==> config.mk <==
export PLATFORM = sky130hd
export DESIGN_NAME = hazard_sequencer
export DESIGN_NICKNAME = d
export VERILOG_FILES = /design/src/rtl/hazard_sequencer.sv
export SDC_FILE = /design/constraint.sdc
export NUM_CORES = 1
export LEC_CHECK = 0
export ABC_AREA = 1
export CAP_MARGIN = 20
export CORE_UTILIZATION = 55
export CTS_CLUSTER_DIAMETER = 100
export CTS_CLUSTER_SIZE = 12
export DETAILED_ROUTE_END_ITERATION = 10
export GPL_TIMING_DRIVEN = 0
export PLACE_DENSITY = 0.82
export SETUP_SLACK_MARGIN = 0.15
export SLEW_MARGIN = 20
export SYNTH_ARGS = -nofsm -noshare
export SYNTH_HDL_FRONTEND = slang
export SYNTH_SLANG_ARGS = --single-unit
export TNS_END_PERCENT = 10
==> constraint.sdc <==
create_clock -name CLK -period 12.65 [get_ports CLK]
set_input_delay 3.1625 -clock CLK [delete_from_list [all_inputs] [get_ports CLK]]
set_output_delay 3.1625 -clock CLK [all_outputs]
set_load 0.01 [all_outputs]
==> src/rtl/hazard_sequencer.sv <==
// Hazard and stall sequencer for the 5-stage OTTER pipeline: forwarding selects,
// per-stage stall/flush controls, multi-cycle memory/multiply sequencing and perf counters.
module hazard_sequencer #(
  parameter int MEM_TIMEOUT = 255,
  parameter int CNT_W       = 32
) (
  input  logic             CLK,
  input  logic             RST,
  input  logic [4:0]       Rs1D,
  input  logic [4:0]       Rs2D,
  input  logic [4:0]       Rs1E,
  input  logic [4:0]       Rs2E,
  input  logic [4:0]       RdE,
  input  logic [4:0]       RdM,
  input  logic [4:0]       RdW,
  input  logic             RegWriteM,
  input  logic             RegWriteW,
  input  logic [1:0]       ResultSrcE,
  input  logic             PCSrcE,
  input  logic             MemReqM,
  input  logic             MemRdyM,
  input  logic             MulStartE,
  input  logic             MulDoneE,
  input  logic             CntClr,
  output logic [1:0]       ForwardAE,
  output logic [1:0]       ForwardBE,
  output logic             StallF,
  output logic             StallD,
  output logic             StallE,
  output logic             StallM,
  output logic             FlushD,
  output logic             FlushE,
  output logic             FlushM,
  output logic             FlushW,
  output logic             BusErr,
  output logic [CNT_W-1:0] StallCnt,
  output logic [CNT_W-1:0] FlushCnt
);

  localparam int WCNT_W = $clog2(MEM_TIMEOUT + 1);
  localparam logic [WCNT_W-1:0] LP_LAST_WAIT = WCNT_W'(MEM_TIMEOUT - 1);
  localparam logic [CNT_W-1:0]  LP_CNT_MAX   = '1;

  typedef enum logic [1:0] {RUN, MEM_WAIT, MUL_WAIT, ERR} state_t;

  state_t            r_state;
  state_t            w_nextState;
  logic [WCNT_W-1:0] r_waitCnt;
  logic [WCNT_W-1:0] w_waitCntNext;
  logic [CNT_W-1:0]  r_stallCnt;
  logic [CNT_W-1:0]  r_flushCnt;

  logic       w_lwStall;
  logic       w_memWait;
  logic [1:0] w_fwdA;
  logic [1:0] w_fwdB;
  logic       w_stallF, w_stallD, w_stallE, w_stallM;
  logic       w_flushD, w_flushE, w_flushM, w_flushW;

  assign w_lwStall = (ResultSrcE == 2'b01) && (RdE != 5'd0) &&
                     ((RdE == Rs1D) || (RdE == Rs2D));
  assign w_memWait = MemReqM && !MemRdyM;

  // Memory-stage result wins over writeback since it is the younger producer.
  always_comb begin
    w_fwdA = 2'b00;
    w_fwdB = 2'b00;
    if (RegWriteM && (RdM != 5'd0) && (RdM == Rs1E))
      w_fwdA = 2'b10;
    else if (RegWriteW && (RdW != 5'd0) && (RdW == Rs1E))
      w_fwdA = 2'b01;
    if (RegWriteM && (RdM != 5'd0) && (RdM == Rs2E))
      w_fwdB = 2'b10;
    else if (RegWriteW && (RdW != 5'd0) && (RdW == Rs2E))
      w_fwdB = 2'b01;
  end

  always_ff @(posedge CLK or posedge RST) begin
    if (RST) begin
      r_state   <= RUN;
      r_waitCnt <= '0;
    end else begin
      r_state   <= w_nextState;
      r_waitCnt <= w_waitCntNext;
    end
  end

  always_comb begin
    w_nextState   = r_state;
    w_waitCntNext = r_waitCnt;
    w_stallF = 1'b0;
    w_stallD = 1'b0;
    w_stallE = 1'b0;
    w_stallM = 1'b0;
    w_flushD = 1'b0;
    w_flushE = 1'b0;
    w_flushM = 1'b0;
    w_flushW = 1'b0;
    case (r_state)
      RUN: begin
        if (w_memWait) begin
          {w_stallF, w_stallD, w_stallE, w_stallM, w_flushW} = 5'b11111;
          w_waitCntNext = '0;
          w_nextState   = MEM_WAIT;
        end else if (MulStartE && !MulDoneE) begin
          {w_stallF, w_stallD, w_stallE, w_flushM} = 4'b1111;
          w_nextState = MUL_WAIT;
        end else begin
          w_stallF = w_lwStall;
          w_stallD = w_lwStall;
          w_flushD = PCSrcE;
          w_flushE = w_lwStall | PCSrcE;
        end
      end
      MEM_WAIT: begin
        if (w_memWait) begin
          {w_stallF, w_stallD, w_stallE, w_stallM, w_flushW} = 5'b11111;
          w_waitCntNext = r_waitCnt + 1'b1;
          if (r_waitCnt == LP_LAST_WAIT)
            w_nextState = ERR;
        end else begin
          // Access completed: the pipeline moves this cycle, so ordinary hazards apply.
          w_stallF = w_lwStall;
          w_stallD = w_lwStall;
          w_flushD = PCSrcE;
          w_flushE = w_lwStall | PCSrcE;
          w_waitCntNext = '0;
          w_nextState   = RUN;
        end
      end
      MUL_WAIT: begin
        if (MulDoneE) begin
          w_nextState = RUN;
        end else begin
          {w_stallF, w_stallD, w_stallE, w_flushM} = 4'b1111;
        end
      end
      ERR: begin
        {w_stallF, w_stallD, w_stallE, w_stallM, w_flushW} = 5'b11111;
      end
      default: w_nextState = RUN;
    endcase
  end

  assign ForwardAE = RST ? 2'b00 : w_fwdA;
  assign ForwardBE = RST ? 2'b00 : w_fwdB;
  assign StallF    = w_stallF & ~RST;
  assign StallD    = w_stallD & ~RST;
  assign StallE    = w_stallE & ~RST;
  assign StallM    = w_stallM & ~RST;
  assign FlushD    = w_flushD & ~RST;
  assign FlushE    = w_flushE & ~RST;
  assign FlushM    = w_flushM & ~RST;
  assign FlushW    = w_flushW & ~RST;
  assign BusErr    = (r_state == ERR);

  // Clear beats increment; both counters stick at all-ones.
  always_ff @(posedge CLK or posedge RST) begin
    if (RST) begin
      r_stallCnt <= '0;
      r_flushCnt <= '0;
    end else if (CntClr) begin
      r_stallCnt <= '0;
      r_flushCnt <= '0;
    end else begin
      if (StallF && (r_stallCnt != LP_CNT_MAX))
        r_stallCnt <= r_stallCnt + 1'b1;
      if (FlushE && (r_flushCnt != LP_CNT_MAX))
        r_flushCnt <= r_flushCnt + 1'b1;
    end
  end

  assign StallCnt = r_stallCnt;
  assign FlushCnt = r_flushCnt;

endmodule

After elaboration in Yosys (flattened, before gate mapping) --
Index checks and enable logic that the tools add are counted.
Word-level totals: ROM bits 0, bits in writable memories 0, output and inout port bits 77, word-level logic and storage cells 97, memories 0, latch bits 0, bits in registers 74
Operators by class: divide/modulo/power cells 0, multiplexer cells 39, order comparisons 0, bitwise operators 8, $add $sub $neg 3, eq/ne operators 17, $mul 0, shift operators 0, reduce and logical (&&, ||, !) cells 26
Operator list (count):
- two-way mux 32 bit | 4
- adder 32 x 1 -> 32 bit (second input constant) | 2
- != test 32 bit (second input constant) | 2
- == test 5 bit | 6
- two-way mux 2 bit | 9
- two-way mux 1 bit | 16
- two-way mux 8 bit | 2
- one-hot mux 8 bit (2 select lines) | 1
- nonzero test 5 bit | 3
- logical AND 1 bit | 12
- adder 8 x 1 -> 8 bit (second input constant) | 1
- == test 8 bit (second input constant) | 1
- one-hot mux 1 bit (2 select lines) | 4
- one-hot mux 1 bit (4 select lines) | 2
- AND 1 bit | 6
- != test 3 bit (second input constant) | 2
- one-hot mux 2 bit (3 select lines) | 1
- nonzero test 2 bit | 3
- == test 2 x 1 -> 1 bit (second input constant) | 2
- == test 2 bit (second input constant) | 2
- != test 2 bit (second input constant) | 2
- AND reduction 4 bit | 1
- nonzero test 3 bit | 1
- logical NOT 1 bit | 2
- other kinds (6) | 6

Longest topological paths before layout --
Gate-level depths: netlist (run 1).
depth in word-level cells 11, gate-level depth with buffers 14, depth with buffers taken out 14

Worst setup path after synthesis (run 1) --
No wires, ideal clock.
path type in2out, start point input port RST, end point output port StallM, stages on the path 4, required time 9.488 ns, setup slack 3.949 ns, arrival time 5.538 ns, cells stage by stage inv_1 -> o21ai_0 -> a21oi_1 -> buf_4
Between the ends: word-level cells in the longest chain between the ends 2
Ends and longest elaborated chain:
- start: declaration | line 8 | input logic RST,
- NOT 1 bit
- AND 1 bit
- end: declaration | line 30 | output logic StallM,
Every way passes these cells.

Worst setup path in the final report (run 1) --
start point input port RST, end point output port StallM
Between the ends: word-level cells in the longest chain between the ends 2
Ends and longest elaborated chain:
- NOT 1 bit | line 150 | assign StallM = w_stallM & ~RST;
- AND 1 bit | line 150
Every way passes these cells.

==> results of run 1 <==
==> synthesized netlist by cell type <==
library cell  instances
nand2_1             267
nor2_1              124
nand3_1              95
inv_1                75
dfrtp_1              74
xor2_1               33
xnor2_1              32
nor3_1               31
nand4_1              23
nand3b_1             17
clkbuf_1             11
a21oi_1              10
o21ai_0              10
ha_1                  9
buf_2                 7
nor4_1                6
buf_4                 5
or2_2                 5
o22ai_1               4
buf_1                 3
buf_6                 3
nand2_2               2
nor2_4                2
a211oi_1              1
a21o_1                1
a221oi_1              1
a41oi_1               1
and2_1                1
inv_2                 1
nand4_2               1
nor3_2                1
nor3b_1               1
o211ai_1              1
o32ai_1               1
o41ai_1               1
==> area by class of cell <==
cell class                      instances  area [um^2]  area share (%)
Clock inverter                          6        88.84           1.215
Sequential cell                        74         1852           25.32
Clock buffer                           10        137.6           1.882
Multi-Input combinational cell        681         3374           46.13
Tap cell                              133        166.4           2.275
Buffer                                 29        158.9           2.172
Inverter                               76        287.8           3.934
Timing Repair Buffer                  123         1249           17.07
==> critical path: cells and delay by family <==
kind | cells | cell delay (ns)
buffers and inverters | 5 | 1.95
AO/OA/AOI/OAI | 2 | 0.34
==> sequential cells by signal, summed over array words and instances (netlist names) <==
register and count:
FlushCnt 32, r_waitCnt 8, r_state 2, StallCnt 32
==> worst min path at each step <==
stage                        end  depth (start not counted)  slack (ns)         start
floorplan           r_waitCnt[5]                          2        0.46  r_waitCnt[5]
global placement    r_waitCnt[5]                          2        0.49  r_waitCnt[5]
detailed placement  r_waitCnt[5]                          2        0.50  r_waitCnt[5]
CTS                 r_waitCnt[5]                          2        0.51  r_waitCnt[5]
global route        r_waitCnt[5]                          2        0.54  r_waitCnt[5]
finish              r_waitCnt[5]                          2        0.51  r_waitCnt[5]
==> per-layer routing <==
metal	track usage, %	wire length [um]	up-vias
li1	-	-	3038
met1	46.02	7718	2785
met2	48.90	7503	270
met3	5.916	1333	22
met4	9.834	213	0
met5	0	0	-
==> stage by stage <==
stage,power [uW],cell area [um^2]
4_1_cts,664.1,7315
2_1_floorplan,375.2,5670
6_report,663.2,7315
3_3_place_gp,447.2,7058
5_1_grt,699.9,7315
3_5_place_dp,451.9,7088
==> power by group <==
group          switching [uW]  internal (uW)
Sequential               12.6            245
Clock                    98.5            117
Combinational             112           78.1
Total                     223            440
==> layout by cell type (no fill, tap or decap), drive strengths merged, types with 2 or more instances in the layout <==
cell type        n
buf             19
nor4             6
or2              5
clkinvlp         2
o22ai            4
nand4           24
xor2            33
nand3           95
nor2           126
nand3b          17
nand2          269
inv             77
xnor2           32
a21oi           10
o21ai           10
clkdlybuf4s50  122
nor3            32
clkbuf          21
dfrtp           74
bufinv           2
ha               9
==> kinds of logic (layout without fill, tap and decap cells) <==
kind of cell,after synthesis,after routing,share of synthesized area [%]
DFF,74,74,32.66
AOI/OAI and AO/OA,31,31,3.222
buffers and inverters,105,244,7.833
xor gates and xnor gates,65,65,10.04
and+or+nand+nor,576,576,44.26
adders and majority gates,9,9,1.986
==> results.json, run 1 <==
{
  "crit_slowest_cell": "clkdlybuf4s50_1",
  "grt_setup_unrepaired": "false",
  "whs_ns": 0.5128,
  "synth_area_um2": 5670,
  "io_buffers": 122,
  "final_util_pct": 74.15,
  "reg2reg_from": "StallCnt[0]",
  "tns_ns": 0,
  "ys_top_cells_by_area": "dfrtp_1, nand2_1, nand3_1, nor2_1, xor2_1",
  "cp-endpoint": "StallM",
  "finalSetupViolations": 0,
  "vdd_drop_max_v": 0.00005664,
  "cp.required_ns": 9.49,
  "antenna_cells": 0,
  "die_width_um": 103.5,
  "drc": 0,
  "fin_cells": 1132,
  "avgSynthCellArea_um2": 6.594,
  "cts_buffers": 9,
  "vias": 6115,
  "yosys_warnings": 0,
  "root_buffer": "clkbuf_8",
  "grt.overflow.total": 0,
  "ys_seq_area_share_pct": 32.66,
  "drtAntennaViolNets": 0,
  "crit_path_end_kind": "output port",
  "r2r_end": "StallCnt[7]",
  "synth_seq_cells": 74,
  "hold_class": "reg2reg",
  "vias_per_cell": 5.402,
  "slew_violations": 0,
  "ioPinCount": 124,
  "reg2regPathDepth": 11,
  "core-area_um2": 9864,
  "post_cts.repair.setup_buffers": 0,
  "grt_pass1_wl_um": 27390,
  "dp_hpwl_um": 13070,
  "period_share_pct": 68.46,
  "leakagePower_uw": 0.003223,
  "track_usage_pct": 32.02,
  "htree_levels": 3,
  "clk_latency_ns": 0.38,
  "crit_path_max_fanout": 56,
  "hold_buffers": 0,
  "start_kind": "input port",
  "setup_ws_ns": 3.989,
  "post_cts.resized_instances": 0,
  "syn_nets": 916,
  "drtIter0Drc": 490,
  "worstPathArrival_ns": 5.50,
  "tightestPinTransition_ns": 0.6818,
  "grt_max_degree": 57,
  "max_freq_ghz": 0.1155,
  "nets": 1050,
  "die_h_um": 103.5,
  "antenna_found_initial": 0,
  "powerDensity_nw_per_um2": 90.68,
  "avgRoutedWirePerCell_um": 14.81,
  "outcome": "complete, no violations",
  "cts_tree": "yes",
  "clock_path_buffers": 2,
  "place_ws_ns": 3.952,
  "grt_pass1_vias": 5573,
  "reg2reg_slack_ns": 10.26,
  "syn_inst": 860,
  "finClkSkew_ns": 0.007136,
  "clock_sinks": 74,
  "critPathMaxStageDelay_ns": 0.62,
  "relSlewSlack_pct": 54.54,
  "worst_path_most_repeated_cell": "clkdlybuf4s50_1",
  "area_growth_pct": 28.99,
  "rows": 36,
  "drv_cap": 0,
  "finalHoldViolCount": 0,
  "worstSetupStartpoint": "RST",
  "post-synth-top-area-fraction_pct": 32.66,
  "drt_wl_total_um": 16770,
  "die_area_um2": 10720,
  "fillCellCount": 860,
  "start_util_pct": 57.48,
  "globalplace.congestion": 0.9800,
  "placedCellCount": 1116,
  "dr.pass1.iters": 6,
  "criticalPathCategory": "in2out",
  "synth_cell_types": 35,
  "clk_pin_slew_worst_paths_ns": 0.08,
  "yosysTopAreaCell": "dfrtp_1",
  "crit_path_cell_trace": "clkdlybuf4s50_1 > inv_4 > buf_16 > o21ai_0 > a21oi_1 > buf_4 > clkdlybuf4s50_1",
  "drive_gt1_share_pct": 4.505,
  "min_period_ns": 8.661
}
(Power assumes the default switching activity.)
==> run 2, diff against run 1 <==
- CORE_UTILIZATION: 55 -> 47
- PLACE_DENSITY: 0.82 -> 0.74
- clock period: 12.65 -> 7.85 ns (I/O delays scaled with it)
==> run 2 against run 1 <==
Effect of this change:
- the run now ends with design-rule violations left
- worst setup slack got worse by 2.3 ns
- first-iteration DRC count fell by 0.41%
- wire length rose by 0.54%
- cell count increased by 0.88%
- via count fell by 0.98%
- register-to-register slack got worse by 4.9 ns
- clock skew rose by 0.0021 ns
- critical endpoint is now ForwardAE[0]
==> results.json, run 2 (same netlist as run 1, synthesis figures left out) <==
{
  "outcome": "finished, violations left",
  "violations": "design-rule violations",
  "drt_wl_total_um": 16860,
  "vias_per_cell": 5.302,
  "criticalPathCategory": "in2out",
  "path_delay_family": "buffers and inverters",
  "start_kind": "input port",
  "start_util_pct": 49.03,
  "core-area_um2": 11560,
  "ioPinCount": 124,
  "avgRoutedWirePerCell_um": 14.76,
  "finalHoldViolCount": 0,
  "worst_path_most_repeated_cell": "clkdlybuf4s50_1",
  "fin_cells": 1142,
  "crit_slowest_cell": "clkdlybuf4s50_1",
  "clock_sinks": 74,
  "crit_path_cell_trace": "clkdlybuf4s50_1 > inv_4 > buf_16 > nand3_1 > nor4_1 > clkdlybuf4s50_1",
  "drtAntennaViolNets": 0,
  "grt_pass1_vias": 5629,
  "post_cts.repair.setup_buffers": 0,
  "pwr-share-clk_pct": 37.0,
  "io_buffers": 122,
  "p_comb_share_pct": 26.8,
  "drtIter0Drc": 488,
  "globalplace.congestion": 0.9559,
  "seqPwrFrac_pct": 36.1,
  "area_growth_pct": 30.63,
  "cp.required_ns": 5.89,
  "rows": 39,
  "final_util_pct": 64.05,
  "slew_violations": 0,
  "hold_buffers": 0,
  "dr.pass1.iters": 9,
  "track_usage_pct": 27.94,
  "drv_cap": 0,
  "grt.overflow.total": 0,
  "placedCellCount": 1126,
  "place_ws_ns": 1.659,
  "finClkSkew_ns": 0.009267,
  "antenna_cells": 0,
  "htree_levels": 3,
  "critPathMaxStageDelay_ns": 0.60,
  "powerDensity_nw_per_um2": 155.8,
  "leakagePower_uw": 0.003259,
  "post_cts.resized_instances": 0,
  "worstPathArrival_ns": 4.22,
  "max_freq_ghz": 0.1616,
  "die_h_um": 111.8,
  "vias": 6055,
  "clock_path_buffers": 2,
  "crit_buf_inv": 4,
  "finalSetupViolations": 0,
  "vdd_drop_max_v": 0.0001290,
  "clk_pin_slew_worst_paths_ns": 0.06,
  "antenna_found_initial": 0,
  "hold_class": "reg2reg",
  "die_area_um2": 12510,
  "nets": 1050,
  "relSlewSlack_pct": 61.58,
  "setup_ws_ns": 1.664,
  "drive_gt1_share_pct": 4.404,
  "swShare_pct": 31.97,
  "final_cell_mix": "nand2_1, nor2_1, clkdlybuf4s50_1",
  "clk_latency_ns": 0.34,
  "die_width_um": 111.8,
  "min_period_ns": 6.187,
  "dp_hpwl_um": 13250,
  "grt_setup_unrepaired": "false",
  "cts_buffers": 9,
  "grt_max_degree": 60,
  "tightestPinTransition_ns": 0.5718,
  "grt_pass1_wl_um": 27920,
  "period_share_pct": 78.81,
  "crit_path_end_kind": "output port",
  "crit_path_max_fanout": 59,
  "reg2reg_slack_ns": 5.33,
  "root_buffer": "clkbuf_16",
  "cellInternalPower_uw": 785.0,
  "whs_ns": 0.5107,
  "final_common_cell": "nand2_1",
  "drc": 17,
  "cts_tree": "yes",
  "tns_ns": 0,
  "switching_power_uw": 368.9
}
-- run 2: changes by cell type in the layout (fill, tap and decap cells not counted) --
cell,previous run,this run
bufinv_16,2,1
clkbuf_1,11,12
clkbuf_16,0,9
clkbuf_8,10,2
inv_6,1,0
-- run 2: layout make-up --
cell class,count,area [um^2]
buffer,29,158.9
clock buffer,12,256.5
clock inverter,4,50.05
fill,1093,4158
inverter,76,287.8
multi-input combinational,681,3374
sequential,74,1852
tap,143,178.9
timing repair buffer,123,1249
-- run 2: routing by layer --
layer | wire [um] | share of wire, % | vias to the layer above | global-route usage [%]
met3 | 1533 | 9.1 | 33 | 5.389
met1 | 7530 | 45 | 2734 | 37.75
met4 | 342 | 2.0 | 0 | 8.559
met2 | 7452 | 44 | 258 | 45.22
li1 | - | - | 3030 | -
met5 | 0 | 0 | - | 0
-- run 2: worst paths after layout --
check / start / end / cells after the start
min in group asynchronous: RST / r_waitCnt[7] / 2
max in group asynchronous: RST / StallCnt[9] / 3
setup reg to reg: StallCnt[0] / StallCnt[15] / 11
hold reg to reg: r_waitCnt[5] / r_waitCnt[5] / 2
hold / removal: r_waitCnt[5] / r_waitCnt[5] / 2
setup / recovery: RST / ForwardAE[0] / 6
-- run 2: power groups by stage --
stage	clock [uW]	sequential, uW	combinational, uW
after floorplan	0	421	184
after global placement	0	423	305
after detailed placement	0	423	311
after CTS	432	417	312
after global routing	451	420	349
final	427	417	310
-- run 2: tightest hold or removal path, stage by stage (launching register included) --
cell and delay [ns]:
dfrtp_1 0.34, o22ai_1 0.09, inv_1 0.05
-- run 2: metrics by stage --
step           cell area [um^2]  total power, uW
5_1_grt                    7407             1219
3_3_place_gp               7071            728.1
6_report                   7407             1154
4_1_cts                    7407             1160
2_1_floorplan              5670            604.7
3_5_place_dp               7101            734.5
==> run 3, diff against run 2 <==
- CORE_UTILIZATION: 47 -> 52
- PLACE_DENSITY: 0.74 -> 0.78
- clock period: 7.85 -> 5.8 ns (I/O delays scaled with it)
==> run 3 against run 2 <==
Effect of this change:
- the flow now finishes without violations
- sequential power is 35% higher
- combinational power is 35% higher
- critical path depth is 1 higher
- largest power group is now sequential cells
- first-iteration DRC count is 7.2% higher
- utilization is 6.0 points higher
- design area is 1.0% lower
==> results.json, run 3 (same netlist as run 1, synthesis figures left out) <==
{
  "grt_util_met1_pct": 41.90,
  "use_met2_pct": 50.60,
  "reg2reg_from": "StallCnt[0]",
  "clock_path_buffers": 2,
  "cp.required_ns": 4.35,
  "grt_setup_unrepaired": "false",
  "htree_levels": 3,
  "met3_usage_pct": 5.947,
  "post_cts.resized_instances": 0,
  "clock_sinks": 74,
  "drive_gt1_share_pct": 4.505,
  "r2r_end": "StallCnt[4]",
  "vdd_drop_max_v": 0.0001323,
  "drtAntennaViolNets": 0,
  "clk_latency_ns": 0.37,
  "worstSetupStartpoint": "RST",
  "cp-endpoint": "StallM",
  "drc": 0,
  "rows": 37,
  "seqPwrFrac_pct": 38.1,
  "crit_cells": 7,
  "finalSetupViolations": 0,
  "finClkSkew_ns": 0.01408,
  "die_area_um2": 11330,
  "pwr-share-clk_pct": 33.6,
  "ioPinCount": 124,
  "placed_area_um2": 7092,
  "root_buffer": "clkbuf_8",
  "crit_slowest_cell": "clkdlybuf4s50_1",
  "grt.overflow.total": 0,
  "leakagePower_uw": 0.003226,
  "avgRoutedWirePerCell_um": 15.14,
  "crit_path_end_kind": "output port",
  "grt_pass1_vias": 5648,
  "drt_wl_total_um": 17180,
  "globalplace.congestion": 0.9826,
  "tightestPinTransition_ns": 0.6041,
  "setup_ws_ns": 0.6464,
  "start_kind": "input port",
  "reg2regPathDepth": 11,
  "post_cts.repair.setup_buffers": 0,
  "dp_hpwl_um": 13300,
  "final_area_um2": 7333,
  "grt_pass1_wl_um": 27660,
  "io_buffers": 122,
  "core-area_um2": 10460,
  "critPathMaxStageDelay_ns": 0.57,
  "max_freq_ghz": 0.1940,
  "reg2reg_slack_ns": 3.37,
  "die_h_um": 106.4,
  "powerDensity_nw_per_um2": 201.9,
  "antenna_cells": 0,
  "area_growth_pct": 29.32,
  "hold_buffers": 0,
  "start_util_pct": 54.20,
  "die_width_um": 106.4,
  "finalHoldViolCount": 0,
  "track_usage_pct": 31.01,
  "vias_per_cell": 5.388,
  "period_share_pct": 88.86,
  "crit_path_cell_trace": "clkdlybuf4s50_1 > inv_4 > buf_16 > o21ai_0 > a21oi_1 > buf_4 > clkdlybuf4s50_1",
  "finalPower_uw": 1481,
  "final_common_cell": "nand2_1",
  "worstPathArrival_ns": 3.70,
  "clk_pin_slew_worst_paths_ns": 0.09,
  "nets": 1050,
  "p_comb_share_pct": 28.3,
  "cellInternalPower_uw": 989.7,
  "tns_ns": 0,
  "drv_cap": 0,
  "outcome": "complete, no violations",
  "drtIter0Drc": 523,
  "crit_path_max_fanout": 56,
  "vias": 6115,
  "cts_buffers": 9,
  "hold_class": "reg2reg",
  "grt_max_degree": 57,
  "place_ws_ns": 0.5933,
  "cts_tree": "yes",
  "swShare_pct": 33.16,
  "final_cell_mix": "nand2_1, nor2_1, clkdlybuf4s50_1",
  "min_period_ns": 5.154,
  "slew_violations": 0,
  "crit_buf_inv": 5,
  "relSlewSlack_pct": 59.42,
  "switching_power_uw": 490.9,
  "dr.pass1.iters": 5,
  "path_delay_family": "buffers and inverters",
  "worst_path_most_repeated_cell": "clkdlybuf4s50_1",
  "top_usage_layer": "met2",
  "antenna_found_initial": 0,
  "criticalPathCategory": "in2out"
}
==> run 3: area by class of cell <==
cell class / instances / area (um^2)
well taps: 136 / 170.2
flip-flops and latches: 74 / 1852
clock inverters: 7 / 117.6
plain buffers: 29 / 158.9
clock buffers: 9 / 123.9
multi-input cells: 681 / 3374
inverters: 76 / 287.8
repair buffers: 123 / 1249
fillers: 981 / 3129
==> run 3: tightest hold or removal path, cell delays in order (launching register included) <==
cell and delay (ns):
dfrtp_1 0.35, o22ai_1 0.08, inv_1 0.05
==> run 3: per-stage QoR <==
step | cells | hold WS [ns] | utilization (%)
detailed placement | 1119 | 0.4840 | 67.78
global placement | 1118 | 0.4846 | 67.50
floorplan | 860 | 0.4633 | -
CTS | 1135 | 0.5068 | 70.09
finish | 1135 | 0.5033 | 70.09
global route | 1135 | 0.5639 | 70.09
==> run 3: power by group through the flow <==
stage | Sequential (uW) | Combinational (uW) | Clock (uW)
floorplan | 569 | 249 | 0
global placement | 573 | 413 | 0
global route | 567 | 468 | 526
finish | 564 | 419 | 497
CTS | 563 | 420 | 502
detailed placement | 573 | 419 | 0
==> run 3: how the worst min path moves through the flow <==
| stage | from | slack [ns] | depth (start not counted) | endpoint |
|---|---|---|---|---|
| after global routing | r_waitCnt[5] | 0.56 | 2 | r_waitCnt[5] |
| after global placement | r_waitCnt[5] | 0.48 | 2 | r_waitCnt[5] |
| after floorplan | r_waitCnt[5] | 0.46 | 2 | r_waitCnt[5] |
| after CTS | r_waitCnt[5] | 0.51 | 2 | r_waitCnt[5] |
| final | r_waitCnt[5] | 0.50 | 2 | r_waitCnt[5] |
| after detailed placement | r_waitCnt[5] | 0.48 | 2 | r_waitCnt[5] |
==> run 3: layer usage <==
layer | wire length [um] | vias up | part of all wire [%]
met1 | 7724 | 2811 | 45
li1 | - | 3026 | -
met5 | 0 | - | 0
met2 | 7807 | 251 | 45
met4 | 305 | 0 | 1.8
met3 | 1345 | 27 | 7.8
